## config.mk

```make
export PLATFORM = sky130hd
export DESIGN_NAME = studio2_keypad_flat
export DESIGN_NICKNAME = d
export VERILOG_FILES = /design/src/rtl/studio2_keypad_pkg.sv /design/src/rtl/studio2_keypad_if.sv /design/src/rtl/studio2_key_hold.sv /design/src/rtl/studio2_keypad.sv /design/src/flat_wrapper.sv
export SDC_FILE = /design/constraint.sdc
export NUM_CORES = 1
export LEC_CHECK = 0
export CAP_MARGIN = 10
export CORE_MARGIN = 4
export CORE_UTILIZATION = 43
export DETAILED_ROUTE_END_ITERATION = 10
export PLACE_DENSITY = 0.76
export SKIP_CTS_REPAIR_TIMING = 1
export SLEW_MARGIN = 20
export SYNTH_ARGS = -nofsm -noshare
export SYNTH_HDL_FRONTEND = slang
export SYNTH_SLANG_ARGS = --single-unit
```

## constraint.sdc

```tcl
create_clock -name clk -period 2.2 [get_ports clk]
set_input_delay 0.44 -clock clk [delete_from_list [all_inputs] [get_ports clk]]
set_output_delay 0.44 -clock clk [all_outputs]
set_load 0.02 [all_outputs]
```

## src/rtl/studio2_keypad_pkg.sv

```systemverilog
// Shared types, scancode tables and the scancode decoder for the Studio II keypad front end.
package studio2_pkg;

  typedef logic [3:0] key_idx_t;
  typedef enum logic {PAD1, PAD2} pad_e;

  localparam key_idx_t KEY_NONE = 4'hF;

  // Element i holds the scancode of key i.
  localparam logic [9:0][7:0] KP1_CODES = {8'h46, 8'h3E, 8'h3D, 8'h36, 8'h2E,
                                           8'h25, 8'h26, 8'h1E, 8'h16, 8'h45};
  localparam logic [9:0][7:0] KP2_CODES = {8'h7D, 8'h75, 8'h6C, 8'h74, 8'h73,
                                           8'h6B, 8'h7A, 8'h72, 8'h69, 8'h70};

  typedef struct packed {
    logic     hit;
    pad_e     pad;
    key_idx_t idx;
  } key_dec_t;

  function automatic key_dec_t decode_scancode(logic ext, logic [7:0] code);
    key_dec_t d;
    d.hit = 1'b0;
    d.pad = PAD1;
    d.idx = KEY_NONE;
    if (!ext) begin
      for (int i = 0; i < 10; i++) begin
        if (code == KP1_CODES[i]) begin
          d.hit = 1'b1;
          d.pad = PAD1;
          d.idx = key_idx_t'(i);
        end
        if (code == KP2_CODES[i]) begin
          d.hit = 1'b1;
          d.pad = PAD2;
          d.idx = key_idx_t'(i);
        end
      end
    end
    return d;
  endfunction

endpackage

```

## src/rtl/studio2_keypad_if.sv

```systemverilog
// Bundle of ps2/CPU inputs and EF/bitmap outputs of the keypad front end.
interface studio2_keypad_if;
  logic [10:0] ps2_key;
  logic        io_out;
  logic [2:0]  io_n;
  logic [7:0]  io_dout;
  logic        ef3_n;
  logic        ef4_n;
  logic [3:0]  key_sel;
  logic [9:0]  kp1_state;
  logic [9:0]  kp2_state;

  modport master (
    output ps2_key, io_out, io_n, io_dout,
    input  ef3_n, ef4_n, key_sel, kp1_state, kp2_state
  );
  modport slave (
    input  ps2_key, io_out, io_n, io_dout,
    output ef3_n, ef4_n, key_sel, kp1_state, kp2_state
  );
endinterface

```

## src/rtl/studio2_key_hold.sv

```systemverilog
// Per-key press stretcher: keeps a key visible for HOLD_CYCLES after it was pressed.
module studio2_key_hold #(
  parameter int unsigned HOLD_CYCLES = 65535
) (
  input  logic clk,
  input  logic reset,
  input  logic ev,
  input  logic pressed,
  output logic held
);
  localparam int unsigned CW = $clog2(HOLD_CYCLES + 1);

  logic [CW-1:0] cnt_q;
  logic          pend_q;
  logic          held_q;

  always_ff @(posedge clk) begin
    if (reset) begin
      cnt_q  <= '0;
      pend_q <= 1'b0;
      held_q <= 1'b0;
    end else if (ev && pressed) begin
      cnt_q  <= CW'(HOLD_CYCLES);
      pend_q <= 1'b0;
      held_q <= 1'b1;
    end else begin
      if (cnt_q != '0) cnt_q <= cnt_q - CW'(1);
      // A release landing on the final count expires together with the counter.
      if ((ev && cnt_q <= CW'(1)) || (pend_q && cnt_q == CW'(1))) begin
        held_q <= 1'b0;
        pend_q <= 1'b0;
      end else if (ev) begin
        pend_q <= 1'b1;
      end
    end
  end

  assign held = held_q;
endmodule

```

## src/rtl/studio2_keypad.sv

```systemverilog
// Studio II keypad front end: ps2 events -> two key bitmaps, OUT 2 select latch, EF3/EF4.
// Optional KEYPAD_HOLD_STRETCH_EN keeps each press visible for at least HOLD_CYCLES.
module studio2_keypad
  import studio2_pkg::*;
#(
  parameter logic [15:0] HOLD_CYCLES = 16'd65535
) (
  input logic             clk,
  input logic             reset,
  studio2_keypad_if.slave kp
);
  logic        toggle_q;
  logic [9:0]  kp1_q, kp2_q;
  key_idx_t    sel_q;
  logic        ef3_q, ef4_q;
  key_dec_t    dec;
  logic [9:0]  ev1, ev2;
  logic        sel_wr;
  logic [15:0] kp1_ext, kp2_ext;

  always_comb begin
    dec = decode_scancode(kp.ps2_key[8], kp.ps2_key[7:0]);
    ev1 = '0;
    ev2 = '0;
    if (kp.ps2_key[10] != toggle_q && dec.hit) begin
      if (dec.pad == PAD1) ev1 = 10'b1 << dec.idx;
      else                 ev2 = 10'b1 << dec.idx;
    end
  end

  assign sel_wr  = kp.io_out && (kp.io_n == 3'd2);
  // Zero-extended so out-of-range selects index a defined 0.
  assign kp1_ext = {6'b0, kp1_q};
  assign kp2_ext = {6'b0, kp2_q};

  always_ff @(posedge clk) begin
    toggle_q <= kp.ps2_key[10];
    if (reset) begin
      sel_q <= KEY_NONE;
      ef3_q <= 1'b1;
      ef4_q <= 1'b1;
    end else begin
      if (sel_wr) sel_q <= kp.io_dout[3:0];
      ef3_q <= ~(sel_q <= 4'd9 && kp1_ext[sel_q]);
      ef4_q <= ~(sel_q <= 4'd9 && kp2_ext[sel_q]);
    end
  end

`ifdef KEYPAD_HOLD_STRETCH_EN
  for (genvar i = 0; i < 10; i++) begin : g_hold
    studio2_key_hold #(
      .HOLD_CYCLES(32'(HOLD_CYCLES))
    ) u_hold1 (
      .clk    (clk),
      .reset  (reset),
      .ev     (ev1[i]),
      .pressed(kp.ps2_key[9]),
      .held   (kp1_q[i])
    );
    studio2_key_hold #(
      .HOLD_CYCLES(32'(HOLD_CYCLES))
    ) u_hold2 (
      .clk    (clk),
      .reset  (reset),
      .ev     (ev2[i]),
      .pressed(kp.ps2_key[9]),
      .held   (kp2_q[i])
    );
  end
  logic unused_bits;
  assign unused_bits = ^kp.io_dout[7:4];
`else
  always_ff @(posedge clk) begin
    if (reset) begin
      kp1_q <= '0;
      kp2_q <= '0;
    end else begin
      kp1_q <= (kp1_q & ~ev1) | (ev1 & {10{kp.ps2_key[9]}});
      kp2_q <= (kp2_q & ~ev2) | (ev2 & {10{kp.ps2_key[9]}});
    end
  end
  logic unused_bits;
  assign unused_bits = ^{kp.io_dout[7:4], HOLD_CYCLES};
`endif

  assign kp.ef3_n     = ef3_q;
  assign kp.ef4_n     = ef4_q;
  assign kp.key_sel   = sel_q;
  assign kp.kp1_state = kp1_q;
  assign kp.kp2_state = kp2_q;
endmodule
```

## src/flat_wrapper.sv

```systemverilog
// flat-port wrapper written by rule: the top's interface ports become plain ports
module studio2_keypad_flat import studio2_pkg::*;
#(
  parameter logic [15:0] HOLD_CYCLES = 16'd65535
)
  (clk, reset, kp_ps2_key, kp_io_out, kp_io_n, kp_io_dout, kp_ef3_n, kp_ef4_n, kp_key_sel, kp_kp1_state, kp_kp2_state);
  studio2_keypad_if kp_i ();
  input logic clk;
  input logic reset;
  input wire logic [$bits(kp_i.ps2_key)-1:0] kp_ps2_key;
  input wire logic [$bits(kp_i.io_out)-1:0] kp_io_out;
  input wire logic [$bits(kp_i.io_n)-1:0] kp_io_n;
  input wire logic [$bits(kp_i.io_dout)-1:0] kp_io_dout;
  output wire logic [$bits(kp_i.ef3_n)-1:0] kp_ef3_n;
  output wire logic [$bits(kp_i.ef4_n)-1:0] kp_ef4_n;
  output wire logic [$bits(kp_i.key_sel)-1:0] kp_key_sel;
  output wire logic [$bits(kp_i.kp1_state)-1:0] kp_kp1_state;
  output wire logic [$bits(kp_i.kp2_state)-1:0] kp_kp2_state;
  assign kp_i.ps2_key = kp_ps2_key;
  assign kp_i.io_out = kp_io_out;
  assign kp_i.io_n = kp_io_n;
  assign kp_i.io_dout = kp_io_dout;
  assign kp_ef3_n = kp_i.ef3_n;
  assign kp_ef4_n = kp_i.ef4_n;
  assign kp_key_sel = kp_i.key_sel;
  assign kp_kp1_state = kp_i.kp1_state;
  assign kp_kp2_state = kp_i.kp2_state;
  studio2_keypad #(.HOLD_CYCLES(HOLD_CYCLES)) u_core (.clk(clk), .reset(reset), .kp(kp_i));
endmodule
```

==> Word level (Yosys, flattened, before mapping) <==
Index checks and enable logic that the tools add are counted.
W data, S select, Z words.
{ "word_totals": {"reg_bits": 27, "in_bits": 25} }
{ "op_classes": {"n_lt_le_gt_ge": 2, "muxes": 29, "n_eq_ne": 22, "bitwise_logic": 10, "shift": 1, "n_reduce_logical": 4} }
{ "op_table": {"columns": ["op", "count"], "rows": [
  ["$mux W6", 21],
  ["$eq A8 B7 Y1 const B", 12],
  ["$eq A8 B6 Y1 const B", 6],
  ["$and A10 B10 Y10", 4],
  ["$mux W10", 4],
  ["$not A10 Y10", 2],
  ["$or A10 B10 Y10", 2],
  ["$eq A8 B5 Y1 const B", 2],
  ["$shl A1 B4 Y10 const A", 1],
  ["$bmux W1 S4", 2],
  ["$lt A4 B5 Y1 const B", 1],
  ["$le A4 B4 Y1 const B", 1],
  ["$logic_and A1 B1 Y1", 4],
  ["$eq A3 B2 Y1 const B", 1],
  ["$mux W1", 2],
  ["$not A1 Y1", 2],
  ["$ne A1 B1 Y1", 1]
]} }

==> Logic depth before layout (Yosys ltp) <==
{ "depth": {"ltp_word": 28, "ltp_mapped": 8} }

==> Worst setup path before layout <==
OpenSTA, ideal clock, no wires.
{ "synth_timing": {"kind": "input -> register", "startpoint": "in kp_ps2_key[6]", "endpoint": "reg with a tool-made name", "path_buffers": 1, "t_arrival_ns": 2.187, "required_ns": 2.069, "setup_ns": 0.131, "stages": 7, "path_slack_ns": -0.118, "cell_sequence": "clkbuf_1 > and4b_4 > a22o_4 > a221oi_4 > or4b_4 > o311ai_1 > o41ai_1"} }
{ "synth_lines": {"columns": ["element", "line_no", "text"], "rows": [
  ["start: declaration", "flat_wrapper.sv:10", "input wire logic [$bits(kp_i.ps2_key)-1:0] kp_ps2_key;"]
]} }

==> flow_summary_export.csv <==
group,metric,value,unit
run_status,outcome,"finished with violations",
run_status,violations,"negative setup slack",
global_routing,grt_pass1_wl,8169,um
yosys,yosysSeqAreaShare,29.98,%
timing,rsz0062_at_grt,"yes",
global_routing,grt_max_degree,25,
timing,max_slew_margin,67.20,%
placed_design,dpl.hpwl,3775,um
cts,numCtsBuffers,3,
routing,drt_iter0_markers,131,
routing,drc,0,
yosys,syn_nets,229,
routing,antenna_left,0,
cts,cts.sinks,27,
placed_design,io_buffers,46,
routing,wl_per_cell,16.38,um
global_routing,first_global_vias,1782,
cts,clk_path_buf_depth,2,
timing,worst_pin_slew,0.4920,ns
placed_design,place_area,0.002570,mm^2
final_layout,area_growth,57.18,%
cts,cts_root_buf,"clkbuf_8",
setup_path,worst_setup_path_end_kind,"flip-flop",
final_layout,multi_input_area,0.001369,mm^2
timing,fin_skew,0.002431,ns
setup_path,arrival,2.37,ns
timing,fmax,451.3,MHz
yosys,synth_flop_cell,"dfxtp_1",
final_layout,n_fill_cell,301,
die,die_area,0.005293,mm^2
timing,timing.setup.tns,-0.01570,ns
die,boundaryPins,51,
die,std_cell_rows,23,
yosys,synthDistinctLibCells,55,
hold_path,hold_path_class,"input pin to flip-flop",
cts,clk_pin_slew_worst_paths,0.09,ns
setup_path,critPathRequiredTime,2.35,ns
global_routing,antenna_found_initial,0,
final_layout,finalInstanceArea,0.002834,mm^2
final_layout,final_util,70.34,%
routing,vias_per_cell,5.823,
routing,vias,1945,
pwr,p_leak,1.162,nW
timing,fin_ws,-0.01570,ns
yosys,yosys_warnings,0,
yosys,synth-seq-cells,27,
final_layout,nets,310,
placed_design,place.gp.congestion,0.9441,
die,die_w,72.76,um
yosys,synth_edf_count,0,
yosys,syn_inst,204,
timing,setup_viol,1,
setup_path,cp-start-kind,"input pin",
yosys,avgSynthCellArea,8.838,um^2
die,start_util,44.75,%
final_layout,drive_above_1_share,33.10,%
global_routing,grt-ovfl-total,0,
die,die_h,72.76,um
final_layout,final_cell_mix,"41 x buf_4, 37 x clkdlybuf4s50_1, 28 x nand2_1",
timing,finalHoldViolCount,0,
final_layout,antennaDiodeCount,0,
pwr,power,1.008,mW
die,fp.coreArea,0.004029,mm^2
yosys,syn_area,0.001803,mm^2
final_layout,layout_commonest_cell,"buf_4",
pwr,vdd_drop_max,0.2567,mV
timing,slew_violations,0,
routing,dr.pass1.iters,4,
setup_path,path_max_fanout,3,
routing,drt-total-wl,5470,um
timing,fin_crit,2.216,ns
yosys,async_reset_ff_share,0,%
flow_run,drv_cap,0,
cts,insertion_delay,0.27,ns
global_routing,grt_use_total,18.88,%
timing,whs,0.3469,ns
setup_path,timing.setup.critical_path_class,"input pin to flip-flop",
pwr,cellPowerDensity,355.6,mW/mm^2
timing,finalCritPeriodShare,100.7,%
final_layout,regArea,540.5,um^2
cts,h-tree-depth,1,
cts,cts_tree,"done",
[path summary, 6_finish.rpt]
path                                       from         endpoint  slack (ns)  depth (start not counted)
worst max-delay path              kp_ps2_key[8]        flip-flop       -0.02                          6
worst min-delay path             kp_ps2_key[10]  u_core.toggle_q        0.35                          1
worst max register to register  u_core.toggle_q        flip-flop        0.16                          6
worst min register to register        flip-flop        flip-flop        0.48                          2
[report_power, final]
part / internal (mW) / switching, mW / leakage, nW
registers: 0.492 / 0.00393 / 0.218
clock network: 0.127 / 0.154 / 0.0255
logic: 0.118 / 0.113 / 0.918
[critical path, stage by stage]
cell and delay, ns:
clkdlybuf4s50_1 0.46, or2_4 0.28, a221oi_4 0.21, or4b_4 0.55, o311ai_4 0.31, o41ai_2 0.12
[final cells by class]
type,count,share of cell area [%]
multi-input combinational,157,48.30
timing repair buffer,93,28.39
sequential,27,19.07
tap,50,2.208
clock buffer,3,1.457
inverter,3,0.3974
clock inverter,1,0.1766
[metal layers]
metal,up-vias,global-route usage [%],part of all wire [%]
li1,938,-,-
met1,942,26.80,44
met2,60,30.76,50
met3,5,3.581,5.4
met4,0,2.049,0.38
met5,-,0,0
[synthesized netlist by cell type (all sizes together) (3+ instances only)]
library cell	number	area share, %
and3	3	1.0
nor3	5	1.4
nor4b	3	1.5
buf	7	2.1
mux2i	22	12
o21ai	3	0.83
nor2b	3	1.0
o41ai	4	1.9
clkbuf	10	2.1
nand3	12	3.3
dfxtp	27	30
o311ai	3	1.5
nor2	9	1.9
nand2	29	6.0
o22ai	3	1.0
nor4	3	1.0
nand2b	5	1.7
mux4	4	5.0
nand3b	5	2.1
nor4bb	4	2.2
[per-stage QoR]
stage	std cells	setup slack, ns
6_report	334	-0.01570
5_1_grt	334	-0.05390
4_1_cts	329	-0.4649
3_5_place_dp	325	-0.7465
3_3_place_gp	325	-0.6821
2_1_floorplan	204	-0.07406
[kinds of logic after synthesis]
family	after synthesis	share of synthesized area, %
XOR/XNOR	2	0.9717
flip-flops	27	29.98
buffers and inverters	20	4.789
AND/OR/NAND/NOR	95	30.54
AO/OA/AOI/OAI	33	15.89
multiplexers	27	17.83
Power figures use the tool's default switching activity.
